<file path="config.mk">
export PLATFORM = sky130hd
export DESIGN_NAME = window_gen
export DESIGN_NICKNAME = d
export VERILOG_FILES = /design/src/rtl/window_gen.sv
export SDC_FILE = /design/constraint.sdc
export NUM_CORES = 1
export LEC_CHECK = 0
export ABC_AREA = 0
export BUFFER_PORTS_ARGS = -buffer_cell sky130_fd_sc_hd__buf_2
export CORE_MARGIN = 2
export CORE_UTILIZATION = 35
export DETAILED_ROUTE_END_ITERATION = 8
export SETUP_SLACK_MARGIN = 0.05
export SKIP_LAST_GASP = 1
export SYNTH_ARGS = -nofsm -noshare
export SYNTH_HDL_FRONTEND = slang
export SYNTH_SLANG_ARGS = --single-unit
</file>
<file path="constraint.sdc">
create_clock -name clk -period 3 [get_ports clk]
set_input_delay 0.45 -clock clk [delete_from_list [all_inputs] [get_ports clk]]
set_output_delay 0.45 -clock clk [all_outputs]
set_load 0.01 [all_outputs]
</file>
<file path="src/rtl/window_gen.sv">
// window_gen: sliding KERNEL_HEIGHT x KERNEL_WIDTH window over a raster pixel stream.
// Define WINGEN_WIN_IDX_EN to add win_row/win_col top-left window coordinates.
module window_gen #(
  parameter int INWIDTH       = 8,
  parameter int KERNEL_WIDTH  = 4,
  parameter int KERNEL_HEIGHT = 3,
  parameter int IMG_WIDTH     = 16,
  parameter int IMG_HEIGHT    = 8
) (
  input  logic                                          clk,
  input  logic                                          reset,
  input  logic [INWIDTH-1:0]                            pix_in,
  input  logic                                          pix_valid,
  output logic                                          pix_ready,
  output logic [KERNEL_WIDTH*KERNEL_HEIGHT*INWIDTH-1:0] X,
  output logic                                          start,
  input  logic                                          done,
  output logic                                          frame_done
`ifdef WINGEN_WIN_IDX_EN
  ,
  output logic [$clog2(IMG_HEIGHT)-1:0]                 win_row,
  output logic [$clog2(IMG_WIDTH)-1:0]                  win_col
`endif
);

  localparam int KW  = KERNEL_WIDTH;
  localparam int KH  = KERNEL_HEIGHT;
  localparam int CW  = (IMG_WIDTH  > 1) ? $clog2(IMG_WIDTH)  : 1;
  localparam int RW  = (IMG_HEIGHT > 1) ? $clog2(IMG_HEIGHT) : 1;
  localparam int NLB = (KH > 1) ? KH - 1 : 1;

  typedef enum logic {
    S_LOAD = 1'b0,
    S_WAIT = 1'b1
  } state_t;

  state_t r_state;
  state_t w_next;

  logic [INWIDTH-1:0] r_lb  [NLB][IMG_WIDTH];
  logic [INWIDTH-1:0] r_win [KH][KW];
  logic [INWIDTH-1:0] w_newcol [KH];

  logic [CW-1:0] r_col;
  logic [RW-1:0] r_row;
  logic          r_last;
  logic          r_frame_done;

  logic w_xfer;
  logic w_col_end;
  logic w_row_end;
  logic w_win_ok;
  logic w_win_done;

  assign w_xfer     = pix_valid && pix_ready;
  assign w_col_end  = (r_col == CW'(IMG_WIDTH - 1));
  assign w_row_end  = (r_row == RW'(IMG_HEIGHT - 1));
  assign w_win_ok   = (r_row >= RW'(KH - 1)) &&
                      (r_col >= CW'(KW - 1));
  assign w_win_done = w_xfer && w_win_ok;

  // Incoming column: buffered rows oldest-first, live pixel at the bottom.
  always_comb begin
    for (int r = 0; r < KH - 1; r++) begin
      w_newcol[r] = r_lb[r][r_col];
    end
    w_newcol[KH-1] = pix_in;
  end

  always_ff @(posedge clk) begin
    if (w_xfer) begin
      for (int k = 0; k < KH - 2; k++) begin
        r_lb[k][r_col] <= r_lb[k+1][r_col];
      end
      r_lb[NLB-1][r_col] <= pix_in;
    end
  end

  always_ff @(posedge clk) begin
    if (reset) begin
      r_win <= '{default: '0};
    end else if (w_xfer) begin
      for (int r = 0; r < KH; r++) begin
        for (int c = 0; c < KW - 1; c++) begin
          r_win[r][c] <= r_win[r][c+1];
        end
        r_win[r][KW-1] <= w_newcol[r];
      end
    end
  end

  always_ff @(posedge clk) begin
    if (reset) begin
      r_col <= '0;
      r_row <= '0;
    end else if (w_xfer) begin
      if (w_col_end) begin
        r_col <= '0;
        r_row <= w_row_end ? '0 : r_row + 1'b1;
      end else begin
        r_col <= r_col + 1'b1;
      end
    end
  end

  always_ff @(posedge clk) begin
    if (reset) begin
      r_last       <= 1'b0;
      r_frame_done <= 1'b0;
    end else begin
      if (w_win_done) begin
        r_last <= w_col_end && w_row_end;
      end
      r_frame_done <= (r_state == S_WAIT) && done && r_last;
    end
  end

  always_ff @(posedge clk) begin
    if (reset) begin
      r_state <= S_LOAD;
    end else begin
      r_state <= w_next;
    end
  end

  always_comb begin
    w_next = r_state;
    unique case (1'b1)
      (r_state == S_LOAD): if (w_win_done) w_next = S_WAIT;
      (r_state == S_WAIT): if (done)       w_next = S_LOAD;
    endcase
  end

  always_comb begin
    pix_ready = 1'b0;
    start     = 1'b0;
    unique case (1'b1)
      (r_state == S_LOAD): pix_ready = 1'b1;
      (r_state == S_WAIT): start     = 1'b1;
    endcase
  end

  // Top-left element lands in the MSBs.
  always_comb begin
    X = '0;
    for (int r = 0; r < KH; r++) begin
      for (int c = 0; c < KW; c++) begin
        X[(KH*KW-1-(r*KW+c))*INWIDTH +: INWIDTH] = r_win[r][c];
      end
    end
  end

  assign frame_done = r_frame_done;

`ifdef WINGEN_WIN_IDX_EN
  logic [RW-1:0] r_win_row;
  logic [CW-1:0] r_win_col;

  always_ff @(posedge clk) begin
    if (reset) begin
      r_win_row <= '0;
      r_win_col <= '0;
    end else if (w_win_done) begin
      r_win_row <= r_row - RW'(KH - 1);
      r_win_col <= r_col - CW'(KW - 1);
    end
  end

  assign win_row = r_win_row;
  assign win_col = r_win_col;
`endif

endmodule

</file>
==> results of run 1 <==
stage by stage:
step | power [uW] | hold slack [ps] | setup slack, ps | util, % | std cells
4_1_cts | 10800 | 188 | 325 | 41.9 | 1575
3_3_place_gp | 6380 | 438 | 459 | 38.8 | 1508
2_1_floorplan | 6100 | 428 | 587 | - | 888
5_1_grt | 11100 | 213 | 163 | 41.9 | 1575
3_5_place_dp | 6390 | 445 | 397 | 38.8 | 1508
6_report | 10700 | 211 | 387 | 41.9 | 1575
cell usage after synthesis (8+ instances only):
cell,instances
edfxtp_1,256
nand2_1,172
dfxtp_1,106
a21oi_1,88
mux4_2,48
mux2i_1,44
clkbuf_1,35
nor2_1,25
nand3b_1,11
buf_2,10
nor3_1,9
o221ai_1,9
a22oi_1,8
mux4_1,8
power groups by stage:
stage / clock network, uW / logic [uW] / registers [uW]
2_1_floorplan: 0 / 427 / 5680
3_3_place_gp: 0 / 687 / 5690
3_5_place_dp: 0 / 695 / 5700
4_1_cts: 4550 / 698 / 5590
5_1_grt: 4750 / 747 / 5600
6_report: 4430 / 686 / 5590
kinds of logic (layout without fill, tap and decap cells):
| group | after synthesis | count (layout) | share of synthesized area (%) |
|---|---|---|---|
| AOI/OAI and AO/OA | 121 | 121 | 4.95 |
| xor gates and xnor gates | 2 | 2 | 0.129 |
| adders and majority gates | 6 | 6 | 0.551 |
| buffers and inverters | 59 | 228 | 2.17 |
| DFF | 362 | 362 | 72.0 |
| muxes | 104 | 104 | 13.0 |
| and+or+nand+nor | 234 | 234 | 7.18 |
sequential cells by signal, indices dropped and copies added, names as in the netlist:
signal,flops
r_lb,256
X,96
r_col,4
r_row,3
frame_done,1
r_last,1
r_state,1
worst paths after layout:
check / from / endpoint / slack [ps] / cells after the start
min reg2reg: X[95] / X[95] / 450 / 2
min: done / frame_done / 210 / 2
max: r_col[2] / r_lb[0][91] / 390 / 4
max reg2reg: r_col[2] / r_lb[0][91] / 390 / 4
layout by cell type (no fill, tap or decap), drive strengths merged, types with 9 or more instances in the layout:
cell type	count
a21oi	88
buf	158
clkbuf	54
clkinv	10
dfxtp	106
edfxtp	256
mux2i	44
mux4	56
nand2	172
nand3b	11
nor2	25
nor3	9
o221ai	9
layout make-up:
| class | instances | share of cell area [%] |
|---|---|---|
| Clock buffer | 54 | 6.72 |
| Clock inverter | 13 | 0.573 |
| Inverter | 3 | 0.0697 |
| Multi-Input combinational cell | 467 | 22.0 |
| Sequential cell | 362 | 60.8 |
| Tap cell | 518 | 4.01 |
| Timing Repair Buffer | 158 | 5.81 |
critical path, delay by kind of cell, from the launching register on:
| kind | cells | cell delay [ps] |
|---|---|---|
| buffers and inverters | 1 | 250 |
| muxes | 3 | 1230 |
| DFF | 1 | 730 |
layer usage:
metal / track usage, % / part of all wire [%] / vias to the layer above
met5: 0 / 0 / -
met4: 4.67 / 2.3 / 0
met3: 3.92 / 7.0 / 58
met2: 25.2 / 47 / 266
met1: 21.3 / 44 / 4009
li1: - / - / 3616
==> summary.txt, run 1 <==
STA
  – Max Slew Vio Count: 0
  – Final setup TNS: 0 ps
  – Setup Skew: 9.27 ps
  – Final setup violating endpoints: 0
  – Tmin final: 2610 ps
  – RSZ-0062 raised after global routing: no
  – Worst slew pin tran: 1230 ps
  – Fmax: 383 MHz
  – Final Hold Fails: 0
  – Final period util: 87.1%
  – Slew headroom: 16.0%

Clocking
  – CTS Hold Bufs: 0
  – Max H-tree Level: 2
  – Skew-Pair Late Insertion Delay: 510 ps
  – Post-CTS Resized: 0
  – Root buffer cell: clkbuf_16
  – CTS tree: built
  – Postcts setup bufs: 0
  – Clock Path Buffers: 3
  – Clock sink total: 362
  – TritonCTS buffer count: 37
  – Clk slew on worst S/H paths: 60 ps

Job
  – Max-cap viol count: 0

Synth
  – Area share of the largest cell type after synthesis: 56.4%
  – Synth Instances: 888
  – Post-synth top flop: edfxtp_1
  – Asr flop ratio synth: 0%
  – Synth warnings: 0
  – Syn_nets: 906
  – FF+latch count, synth: 362
  – Cell area after synthesis: 13600 sq um
  – Area leader, netlist: edfxtp_1
  – Ranking of synthesized cells by area: edfxtp_1 (56%), dfxtp_1 (16%), mux4_2 (7.9%)
  – Post-synth EDFFs: 256
  – Seq/Total Area, Yosys: 72.0%
  – Mean Syn Cell Area: 15.3 sq um
  – Cell variety after synth: 37

Floorplan
  – Die Area: 40500 sq um
  – Row cnt: 72
  – Core area: 38600 sq um
  – Die Ht: 201 um
  – IO Pins: 111
  – Die width: 201 um
  – Initial Util: 35.3%

Final layout
  – Area taken by multi-input logic gates: 3560 sq um
  – Layout cells sized above 1: 26.4%
  – Total Nets Final: 1047
  – Area growth syn-to-layout: 18.5%
  – Register area: 9810 sq um
  – Antenna cells: 0
  – Final Cell Area: 16100 sq um
  – # fillers: 3536

Global route
  – Vias in the first global route: 7703
  – Largest net degree at the start of global routing: 73
  – Initial antenna violation count: 0
  – GRT Resource Usage Total: 15.8%
  – GR Overflow Total: 0
  – First-pass GRT wire length: 48500 um

Hold path
  – Hold crit path type: input port to register

Detailed routing
  – DRT iter0 DRCs: 723
  – Vias after detailed routing: 7949
  – DRC: 0
  – WL final: 32300 um
  – Vias per cell: 5.05
  – Drt first pass iters: 5
  – Avg WL per Cell: 20.5 um
  – Final ANT Viol Nets: 0

Place
  – DP HPWL: 20200 um
  – RD Place Congestion: 0.749
  – Placed Instance Area: 15000 sq um
  – PortBufs: 110

Critical path
  – CP max stage delay: 930 ps
  – CP endpoint kind: register
  – Max FO, Critical Path: 23
  – Setup crit start kind: register
  – Most frequent CP cell: mux2i_1
  – CP max stage cell: mux2i_1
  – Arrival @ worst endpoint: 2750 ps
  – Critical Path, Cell by Cell: buf_4 -> mux4_2 -> mux2i_1 -> mux2i_1
  – Worst setup path class: register to register
  – Critical Path RT: 3140 ps

Power
  – Register share of total power: 52.2%
  – NetSw: 2340 uW
  – Sw Share: 21.8%
  – Internal Pwr Total: 8370 uW
  – PD cells: 663 nW/um^2
  – Peak VDD IR: 0.000341 V
  – Comb pwr share: 6.4%
  – Clock share of power: 41.4%
  – Leakage: 0.00557 uW

Outcome
  – Status: complete, no violations
Note: power is estimated with default switching activity, not from simulation.
==> inputs of run 2 (changes only) <==
==> constraint.sdc (replaced) <==
create_clock -name clk -period 2.45 [get_ports clk]
set_input_delay 0.3675 -clock clk [delete_from_list [all_inputs] [get_ports clk]]
set_output_delay 0.3675 -clock clk [all_outputs]
set_load 0.01 [all_outputs]
==> summary.txt, run 2 (same netlist as run 1, synthesis figures left out) <==
Floorplan
  – Die Area: 40500 sq um
  – Core area: 38600 sq um
  – Die width: 201 um
  – IO Pins: 111
  – Initial Util: 35.3%
  – Row cnt: 72
  – Die Ht: 201 um

Final layout
  – Antenna cells: 0
  – Max reg flops: 256
  – Layout cells sized above 1: 27.1%
  – Biggest register: r_lb
  – Most common cell after layout, fill and taps aside: edfxtp_1
  – Final non-filler cell total: 1589
  – Area growth syn-to-layout: 19.6%
  – Commonest non-fill, non-tap cells in the layout: edfxtp_1 (256), nand2_1 (172), buf_2 (109)
  – Total Nets Final: 1063

Clocking
  – Max H-tree Level: 2
  – Postcts setup bufs: 0
  – CTS tree: built
  – TritonCTS buffer count: 36
  – Clock sink total: 362
  – Clk slew on worst S/H paths: 60 ps
  – Skew-Pair Late Insertion Delay: 510 ps
  – Root buffer cell: clkbuf_16
  – Clock Path Buffers: 3

Global route
  – Initial antenna violation count: 1
  – GRT Resource Usage Total: 15.3%
  – GR Overflow Total: 0
  – Vias in the first global route: 7815
  – Largest net degree at the start of global routing: 77
  – First-pass GRT wire length: 47500 um

Critical path
  – Critical Path, Cell by Cell: buf_4 -> mux4_2 -> mux2i_1 -> mux2i_1 -> buf_4
  – Arrival @ worst endpoint: 2510 ps
  – CP max stage cell: dfxtp_4
  – Delay-heaviest family, CP: multiplexers
  – Max FO, Critical Path: 17
  – CP max stage delay: 560 ps
  – Critical Path RT: 2690 ps
  – Setup crit start kind: register
  – CP endpoint kind: register
  – Worst setup path class: register to register
  – Buf+Inv Stages, Crit Path: 2

Detailed routing
  – Drt first pass iters: 8
  – WL final: 31300 um
  – Vias after detailed routing: 7902
  – Vias per cell: 4.97
  – DRC: 0
  – Avg WL per Cell: 19.7 um
  – DRT iter0 DRCs: 656
  – Final ANT Viol Nets: 0

STA
  – Final Hold Fails: 0
  – RSZ-0062 raised after global routing: no
  – Max Slew Vio Count: 0
  – Final setup violating endpoints: 0
  – Setup Skew: 8.88 ps
  – Slew headroom: 25.3%
  – Worst slew pin tran: 1120 ps
  – Final setup TNS: 0 ps
  – Tmin final: 2270 ps
  – Fmax: 441 MHz
  – Final period util: 92.6%

Power
  – Peak VDD IR: 0.000397 V
  – Leakage: 0.00562 uW
  – PD cells: 781 nW/um^2

Hold path
  – Hold crit path type: input port to register

Place
  – DP HPWL: 20300 um
  – RD Place Congestion: 0.758
  – PortBufs: 110
  – Placed cells: 1525

Job
  – Max-cap viol count: 0

Outcome
  – Status: complete, no violations
## run 2: worst register-to-register path, delay by kind of cell (launching register included)
| kind | cells | cell delay (ps) |
|---|---|---|
| DFF | 1 | 560 |
| buffers and inverters | 2 | 450 |
| muxes | 3 | 990 |
## run 2: timing repair
action	CTS	global route
endpoints found under the setup margin	6	32
hold buffers	0	0
cloned	0	0
gates resized for setup	1	2
endpoints found under the hold margin	0	0
## run 2: metrics by stage
step	cell area [sq um]	hold slack, ps	worst slack, ps	utilization, %	total power, uW
3_3_place_gp	15200	439	189	39.5	7860
5_1_grt	16300	87.5	98.3	42.3	13200
4_1_cts	16300	77.5	113	42.2	12900
3_5_place_dp	15200	444	68.2	39.5	7880
6_report	16300	92.6	181	42.3	12700
2_1_floorplan	13600	428	36.5	-	7470
## run 2: cell type report
class	count	area, sq um
inverter	3	11.3
clock inverter	19	81.3
tap	518	648
multi-input combinational	467	3570
timing repair buffer	175	1190
sequential	362	9810
fill	3495	22300
clock buffer	45	980
## run 2: path summary, 6_finish.rpt
check / from / to / slack, ps / depth (start not counted)
setup / recovery: r_col[1] / r_lb[0][120] / 180 / 5
hold / removal: reset / r_col[1] / 90 / 2
setup reg to reg: r_col[1] / r_lb[0][120] / 180 / 5
hold reg to reg: X[90] / X[90] / 450 / 2
## run 2: power by group
part | internal [uW] | switching (uW)
Combinational | 372 | 547
Clock | 2820 | 2170
Sequential | 6740 | 79.4
Total | 9930 | 2800
## run 2: routing by layer
metal  vias to the layer above  track usage [%]  wire [um]
met5                         -                0         13
met4                         2             3.83        552
met3                        48             3.69       2010
met2                       232             25.1      15000
met1                      3962             20.5      13800
li1                       3658                -          -
